### src/rtl/approx_div_seq_ctrl_if.sv
// Requester-side bundle for approx_div_seq_ctrl: start/operands in, status/results out.
// Latency: wiring only. Backpressure: requester holds start until ready is seen high.
// Widths are fixed by the 16/8 divider array.
interface approx_div_seq_ctrl_if;
    logic        start;
    logic [15:0] dividend;
    logic [7:0]  divisor;
    logic        approx_on;
    logic        ready;
    logic        busy;
    logic        valid;
    logic [7:0]  quotient;
    logic [7:0]  remainder;
    logic        div_zero;
    logic        ovf;

    modport master (
        output start, dividend, divisor, approx_on,
        input  ready, busy, valid, quotient, remainder, div_zero, ovf
    );

    modport slave (
        input  start, dividend, divisor, approx_on,
        output ready, busy, valid, quotient, remainder, div_zero, ovf
    );
endinterface

### src/rtl/approx_div_seq_ctrl.sv
// Sequential 16/8 approximate restoring divider: one 9-bit row reused for 8 steps (APPROX_DIV_EN enables approx LSB cells).
// Latency: start accepted at E0, results and a one-cycle valid pulse after E8; one division per 9 cycles.
// Backpressure: ready only in IDLE/DONE; start while busy is ignored.
module approx_div_seq_ctrl #(
    parameter int APPROX_ROWS = 3
) (
    input  logic                  clk,
    input  logic                  rst,
    approx_div_seq_ctrl_if.slave  bus
);

    typedef enum logic [1:0] {
        IDLE = 2'd0,
        RUN  = 2'd1,
        DONE = 2'd2
    } state_t;

    state_t      state;
    state_t      state_nxt;
    logic        ready_c;
    logic        busy_c;
    logic        accept;

    logic [2:0]  step;
    logic [8:0]  r9;
    logic [6:0]  lo_sr;
    logic [7:0]  dvs_r;
    logic [6:0]  q_sr;
    logic        dz_cap;
    logic        ovf_cap;

    logic [7:0]  quot_r;
    logic [7:0]  rem_r;
    logic        dz_r;
    logic        ovf_r;
    logic        valid_r;

    logic [7:0]  diff;
    logic [7:0]  rout;
    logic        borrow8;
    logic        qs;

`ifdef APPROX_DIV_EN
    localparam int FIRST_APPROX = 8 - APPROX_ROWS;

    logic        aon_r;
    logic [3:0]  depth;
    logic [7:0]  amask;
`endif

    assign accept = ready_c & bus.start;

    // ---------------- control FSM ----------------
    always_ff @(posedge clk) begin
        if (rst) begin
            state <= IDLE;
        end else begin
            state <= state_nxt;
        end
    end

    always_comb begin
        state_nxt = state;
        ready_c   = 1'b0;
        busy_c    = 1'b0;
        unique case (state)
            IDLE: begin
                ready_c = 1'b1;
                if (bus.start) begin
                    state_nxt = RUN;
                end
            end
            RUN: begin
                busy_c = 1'b1;
                if (step == 3'd7) begin
                    state_nxt = DONE;
                end
            end
            DONE: begin
                ready_c   = 1'b1;
                state_nxt = bus.start ? RUN : IDLE;
            end
            default: begin
                state_nxt = IDLE;
            end
        endcase
    end

`ifdef APPROX_DIV_EN
    // Trailing rows get a growing number of approximate LSB cells: 1, 2, ... APPROX_ROWS.
    always_comb begin
        depth = 4'd0;
        if (aon_r && (int'(step) >= FIRST_APPROX)) begin
            depth = 4'(int'(step) - FIRST_APPROX + 1);
        end
        amask = 8'd0;
        for (int i = 0; i < 8; i++) begin
            amask[i] = (i < int'(depth));
        end
    end
`endif

    // ---------------- restoring row ----------------
    always_comb begin : row
        logic bw;
        bw   = 1'b0;
        diff = 8'd0;
        for (int i = 0; i < 8; i++) begin
`ifdef APPROX_DIV_EN
            if (amask[i]) begin
                // Approximate cell passes x through and borrows whenever y is set.
                diff[i] = r9[i];
                bw      = dvs_r[i];
            end else begin
                diff[i] = r9[i] ^ dvs_r[i] ^ bw;
                bw      = (~r9[i] & bw) | (~r9[i] & dvs_r[i]) | (dvs_r[i] & bw);
            end
`else
            diff[i] = r9[i] ^ dvs_r[i] ^ bw;
            bw      = (~r9[i] & bw) | (~r9[i] & dvs_r[i]) | (dvs_r[i] & bw);
`endif
        end
        borrow8 = bw;
    end

    assign qs   = ~borrow8 | r9[8];
    assign rout = qs ? diff : r9[7:0];

    // ---------------- operand / result registers ----------------
    always_ff @(posedge clk) begin
        if (rst) begin
            step    <= 3'd0;
            r9      <= 9'd0;
            lo_sr   <= 7'd0;
            dvs_r   <= 8'd0;
            q_sr    <= 7'd0;
            dz_cap  <= 1'b0;
            ovf_cap <= 1'b0;
            quot_r  <= 8'd0;
            rem_r   <= 8'd0;
            dz_r    <= 1'b0;
            ovf_r   <= 1'b0;
            valid_r <= 1'b0;
`ifdef APPROX_DIV_EN
            aon_r   <= 1'b0;
`endif
        end else begin
            valid_r <= 1'b0;
            if (accept) begin
                step    <= 3'd0;
                r9      <= bus.dividend[15:7];
                lo_sr   <= bus.dividend[6:0];
                dvs_r   <= bus.divisor;
                q_sr    <= 7'd0;
                dz_cap  <= (bus.divisor == 8'd0);
                ovf_cap <= (bus.dividend[15:8] >= bus.divisor);
`ifdef APPROX_DIV_EN
                aon_r   <= bus.approx_on;
`endif
            end else if (state == RUN) begin
                q_sr <= {q_sr[5:0], qs};
                if (step != 3'd7) begin
                    r9    <= {rout, lo_sr[6]};
                    lo_sr <= {lo_sr[5:0], 1'b0};
                    step  <= step + 3'd1;
                end else begin
                    quot_r  <= {q_sr, qs};
                    rem_r   <= rout;
                    dz_r    <= dz_cap;
                    ovf_r   <= ovf_cap;
                    valid_r <= 1'b1;
                end
            end
        end
    end

    assign bus.ready     = ready_c;
    assign bus.busy      = busy_c;
    assign bus.valid     = valid_r;
    assign bus.quotient  = quot_r;
    assign bus.remainder = rem_r;
    assign bus.div_zero  = dz_r;
    assign bus.ovf       = ovf_r;

endmodule

### src/flat_wrapper.sv
// flat-port wrapper written by rule: the top's interface ports become plain ports
module approx_div_seq_ctrl_flat 
#(
    parameter int APPROX_ROWS = 3
)
  (clk, rst, bus_start, bus_dividend, bus_divisor, bus_approx_on, bus_ready, bus_busy, bus_valid, bus_quotient, bus_remainder, bus_div_zero, bus_ovf);
  approx_div_seq_ctrl_if bus_i ();
  input  logic clk;
  input  logic rst;
  input wire logic [$bits(bus_i.start)-1:0] bus_start;
  input wire logic [$bits(bus_i.dividend)-1:0] bus_dividend;
  input wire logic [$bits(bus_i.divisor)-1:0] bus_divisor;
  input wire logic [$bits(bus_i.approx_on)-1:0] bus_approx_on;
  output wire logic [$bits(bus_i.ready)-1:0] bus_ready;
  output wire logic [$bits(bus_i.busy)-1:0] bus_busy;
  output wire logic [$bits(bus_i.valid)-1:0] bus_valid;
  output wire logic [$bits(bus_i.quotient)-1:0] bus_quotient;
  output wire logic [$bits(bus_i.remainder)-1:0] bus_remainder;
  output wire logic [$bits(bus_i.div_zero)-1:0] bus_div_zero;
  output wire logic [$bits(bus_i.ovf)-1:0] bus_ovf;
  assign bus_i.start = bus_start;
  assign bus_i.dividend = bus_dividend;
  assign bus_i.divisor = bus_divisor;
  assign bus_i.approx_on = bus_approx_on;
  assign bus_ready = bus_i.ready;
  assign bus_busy = bus_i.busy;
  assign bus_valid = bus_i.valid;
  assign bus_quotient = bus_i.quotient;
  assign bus_remainder = bus_i.remainder;
  assign bus_div_zero = bus_i.div_zero;
  assign bus_ovf = bus_i.ovf;
  approx_div_seq_ctrl #(.APPROX_ROWS(APPROX_ROWS)) u_core (.clk(clk), .rst(rst), .bus(bus_i));
endmodule
### config.mk
export PLATFORM = sky130hd
export DESIGN_NAME = approx_div_seq_ctrl_flat
export DESIGN_NICKNAME = d
export VERILOG_FILES = /design/src/rtl/approx_div_seq_ctrl_if.sv /design/src/rtl/approx_div_seq_ctrl.sv /design/src/flat_wrapper.sv
export SDC_FILE = /design/constraint.sdc
export NUM_CORES = 1
export LEC_CHECK = 0
export CAP_MARGIN = 20
export CELL_PAD_IN_SITES_DETAIL_PLACEMENT = 1
export CELL_PAD_IN_SITES_GLOBAL_PLACEMENT = 2
export CORE_MARGIN = 8
export CORE_UTILIZATION = 31
export CTS_CLUSTER_SIZE = 25
export DETAILED_ROUTE_END_ITERATION = 12
export GPL_TIMING_DRIVEN = 1
export PLACE_DENSITY = 0.75
export SLEW_MARGIN = 20
export SYNTH_ARGS = -nofsm -noshare
export SYNTH_HDL_FRONTEND = slang
export SYNTH_SLANG_ARGS = --single-unit
export TNS_END_PERCENT = 5
### constraint.sdc
create_clock -name clk -period 5.7 [get_ports clk]
set_input_delay 1.14 -clock clk [delete_from_list [all_inputs] [get_ports clk]]
set_output_delay 1.14 -clock clk [all_outputs]
set_load 0.1 [all_outputs]
==> out/metrics.yaml <==
clkPwrFrac: 0.360
clk_latency_ns: 0.33
critPathLaunchType: "flop"
maxSlewViolCount: 0
die_w_microns: 109
p_seq_frac: 0.457
grt_max_degree: 49
cp.required_ns: 5.95
cts_setup_buffers: 0
synth_area_sq_mm: 0.00267
clock_path_buffers: 2
chipHeight_microns: 109
ctsHoldBuffers: 0
vias_per_cell: 4.80
drt_first_pass_iters: 4
relSlewSlack: 0.316
fin_tns_setup_ns: 0
cts_sinks: 57
path_delay_family: "adder cells"
synth.net_count: 359
p_sw_uw: 261
timing.final.ws_setup_ns: 1.16
netlist_top_cells_area: "dfxtp_1 43%, nand2_1 11%, a21oi_1 6.2%, fa_1 5.3%, ha_1 5.2%"
finalClockSkew_ns: 0.00913
grt_pass1_vias: 2332
p_per_area_mw_per_mm2: 280
numCtsBuffers: 9
crit_arrival_ns: 4.79
io_buffers: 47
ys_ff_latch: 57
crit_path_max_incr_delay_ns: 0.46
drt_iter0_markers: 91
cts_tree: "built"
clkTransAtPathRegs_ns: 0.06
drt-total-wl_microns: 6780
finalNetCount: 400
crit_path_cell_trace: "inv_1, ha_1, fa_1, fa_1, fa_1, fa_1, fa_1, fa_1, fa_1, nand2b_1, mux2i_1, a22oi_1, a21oi_1"
crit_type: "reg -> reg"
start_util: 0.313
hold_viol: 0
synth_cells: 313
p_int_uw: 671
cts_max_level: 3
antenna_cells: 0
switching_share: 0.280
synth_area_leader_cell: "dfxtp_1"
antenna_found_initial: 0
area_growth_pct: 25.2
ys_types: 35
finalPower_uw: 932
ctsResizeCount: 0
fmax_mhz: 220
grt_pass1_wl_microns: 11400
power.leakage_uw: 0.00122
worst_setup_path_end_kind: "flop"
ios: 49
drive_gt1_frac: 0.0983
placed_area_sq_mm: 0.00317
tightest_slew_ns: 1.03
clock-root-buffer: "clkbuf_8"
period_needed_ns: 4.54
utilization: 0.392
wire_per_inst_microns: 14.6
worstPathMaxFanout: 10
yosysWarnings: 0
route.detailed.drc: 0
place_congestion: 0.707
final_cell_area_sq_mm: 0.00334
ir_drop_uv: 79.8
num_rows: 34
finalSetupViolCount: 0
core_area_sq_mm: 0.00851
synth_top_area_share: 0.428
dr_total_vias: 2226
hold_class: "reg -> reg"
rsz0062_at_grt: "no"
syn_area_per_cell_sq_um: 8.51
status: "finished, final reports clean"
grt-ovfl-total: 0
finalCritPeriodShare: 0.797
combPwrFrac: 0.183
timing.critical_path.mode_cell: "fa_1"
critPathBufInv: 1
dieArea_sq_mm: 0.0118
slowest_stage: "nand2b_1"
post-place-ws_ns: 1.14
seq_area_frac_synth: 0.428
ant_nets: 0
cap_violations: 0
dp_hpwl_microns: 4860
grtUsageTotal: 0.123
stage by stage:
stage,instances,hold WS (ns)
after floorplan,313,0.432
after global placement,451,0.444
after detailed placement,451,0.449
after CTS,464,0.457
after global routing,464,0.473
final,464,0.453
worst min-delay path, cell delays in order, from the launching register on:
cell	delay [ns]
dfxtp_1	0.30
nand2_1	0.05
a21oi_1	0.05
power by group through the flow:
stage	Sequential (uW)	Combinational, uW	Clock [uW]
2_1_floorplan	432	117	0
3_3_place_gp	435	167	0
3_5_place_dp	435	172	0
4_1_cts	426	173	349
5_1_grt	428	191	363
6_report	426	171	336
cell families after synthesis:
family | after synthesis | synth area share
compound gates | 73 | 0.173
xor+xnor | 1 | 0.00329
fa+ha+maj | 18 | 0.104
buf+inv | 39 | 0.0751
flops | 57 | 0.428
mux | 8 | 0.0300
simple gates | 117 | 0.186
per-layer routing:
metal,share of wire,up-vias,wire length (microns),track usage
met2,0.43,50,2920,0.185
met1,0.51,1042,3450,0.162
li1,-,1123,-,-
met4,0.017,0,114,0.0587
met5,0,-,0,0
met3,0.043,11,292,0.0278
sequential cells by signal, summed over array words and instances (netlist names):
register and flops:
u_core.bus.quotient 8, u_core.step 3, u_core.q_sr 7, u_core.dz_cap 1
u_core.bus.valid 1, u_core.state 2, u_core.ovf_cap 1, u_core.lo_sr 7
u_core.dvs_r 8, u_core.bus.div_zero 1, u_core.bus.remainder 8, u_core.r9 9
u_core.bus.ovf 1
cells in the mapped netlist:
library cell / n
nand2_2: 4
dfxtp_1: 57
buf_8: 1
nand4_1: 1
and3_1: 1
buf_1: 1
nor3b_2: 1
a31o_2: 1
xnor2_1: 1
a21oi_2: 10
nand3b_1: 1
buf_2: 9
a311oi_1: 7
a22oi_1: 8
nor3_1: 3
ha_1: 11
nor2_2: 1
nand2_1: 79
o211ai_1: 1
nor2b_1: 2
a21oi_1: 33
o21ai_0: 11
and2_4: 1
fa_1: 7
buf_6: 1
nand2b_1: 3
mux2i_1: 8
inv_1: 18
clkbuf_1: 7
nor2_1: 17
nand3_1: 1
buf_12: 1
a211oi_1: 2
inv_8: 1
nor4_1: 2
layout make-up:
class / instances / area, sq um
Inverter: 19 / 78.8
Timing Repair Buffer: 50 / 488
Clock buffer: 13 / 169
Fill cell: 1023 / 5170
Tap cell: 108 / 135
Sequential cell: 57 / 1140
Multi-Input combinational cell: 217 / 1320
path summary, 6_finish.rpt:
| path | startpoint | end | slack, ns | depth (start not counted) |
|---|---|---|---|---|
| hold reg to reg | u_core.r9[1] | u_core.r9[1] | 0.45 | 2 |
| setup reg to reg | u_core.r9[0] | u_core.r9[3] | 1.16 | 13 |
| setup / recovery | u_core.r9[0] | u_core.r9[3] | 1.16 | 13 |
| hold / removal | u_core.r9[1] | u_core.r9[1] | 0.45 | 2 |
layout by cell type (no fill, tap or decap), drive strengths merged, types with 2 or more instances in the layout:
master	instances
fa	7
mux2i	8
o21ai	11
ha	11
clkbuf	13
inv	19
nor2b	2
buf	4
a21oi	43
a311oi	7
a22oi	8
clkdlybuf4s50	46
nor2	18
dfxtp	57
a211oi	2
nand2b	3
nor3	3
nor4	2
nand2	83
No activity file was read; power rests on OpenSTA's default activity.
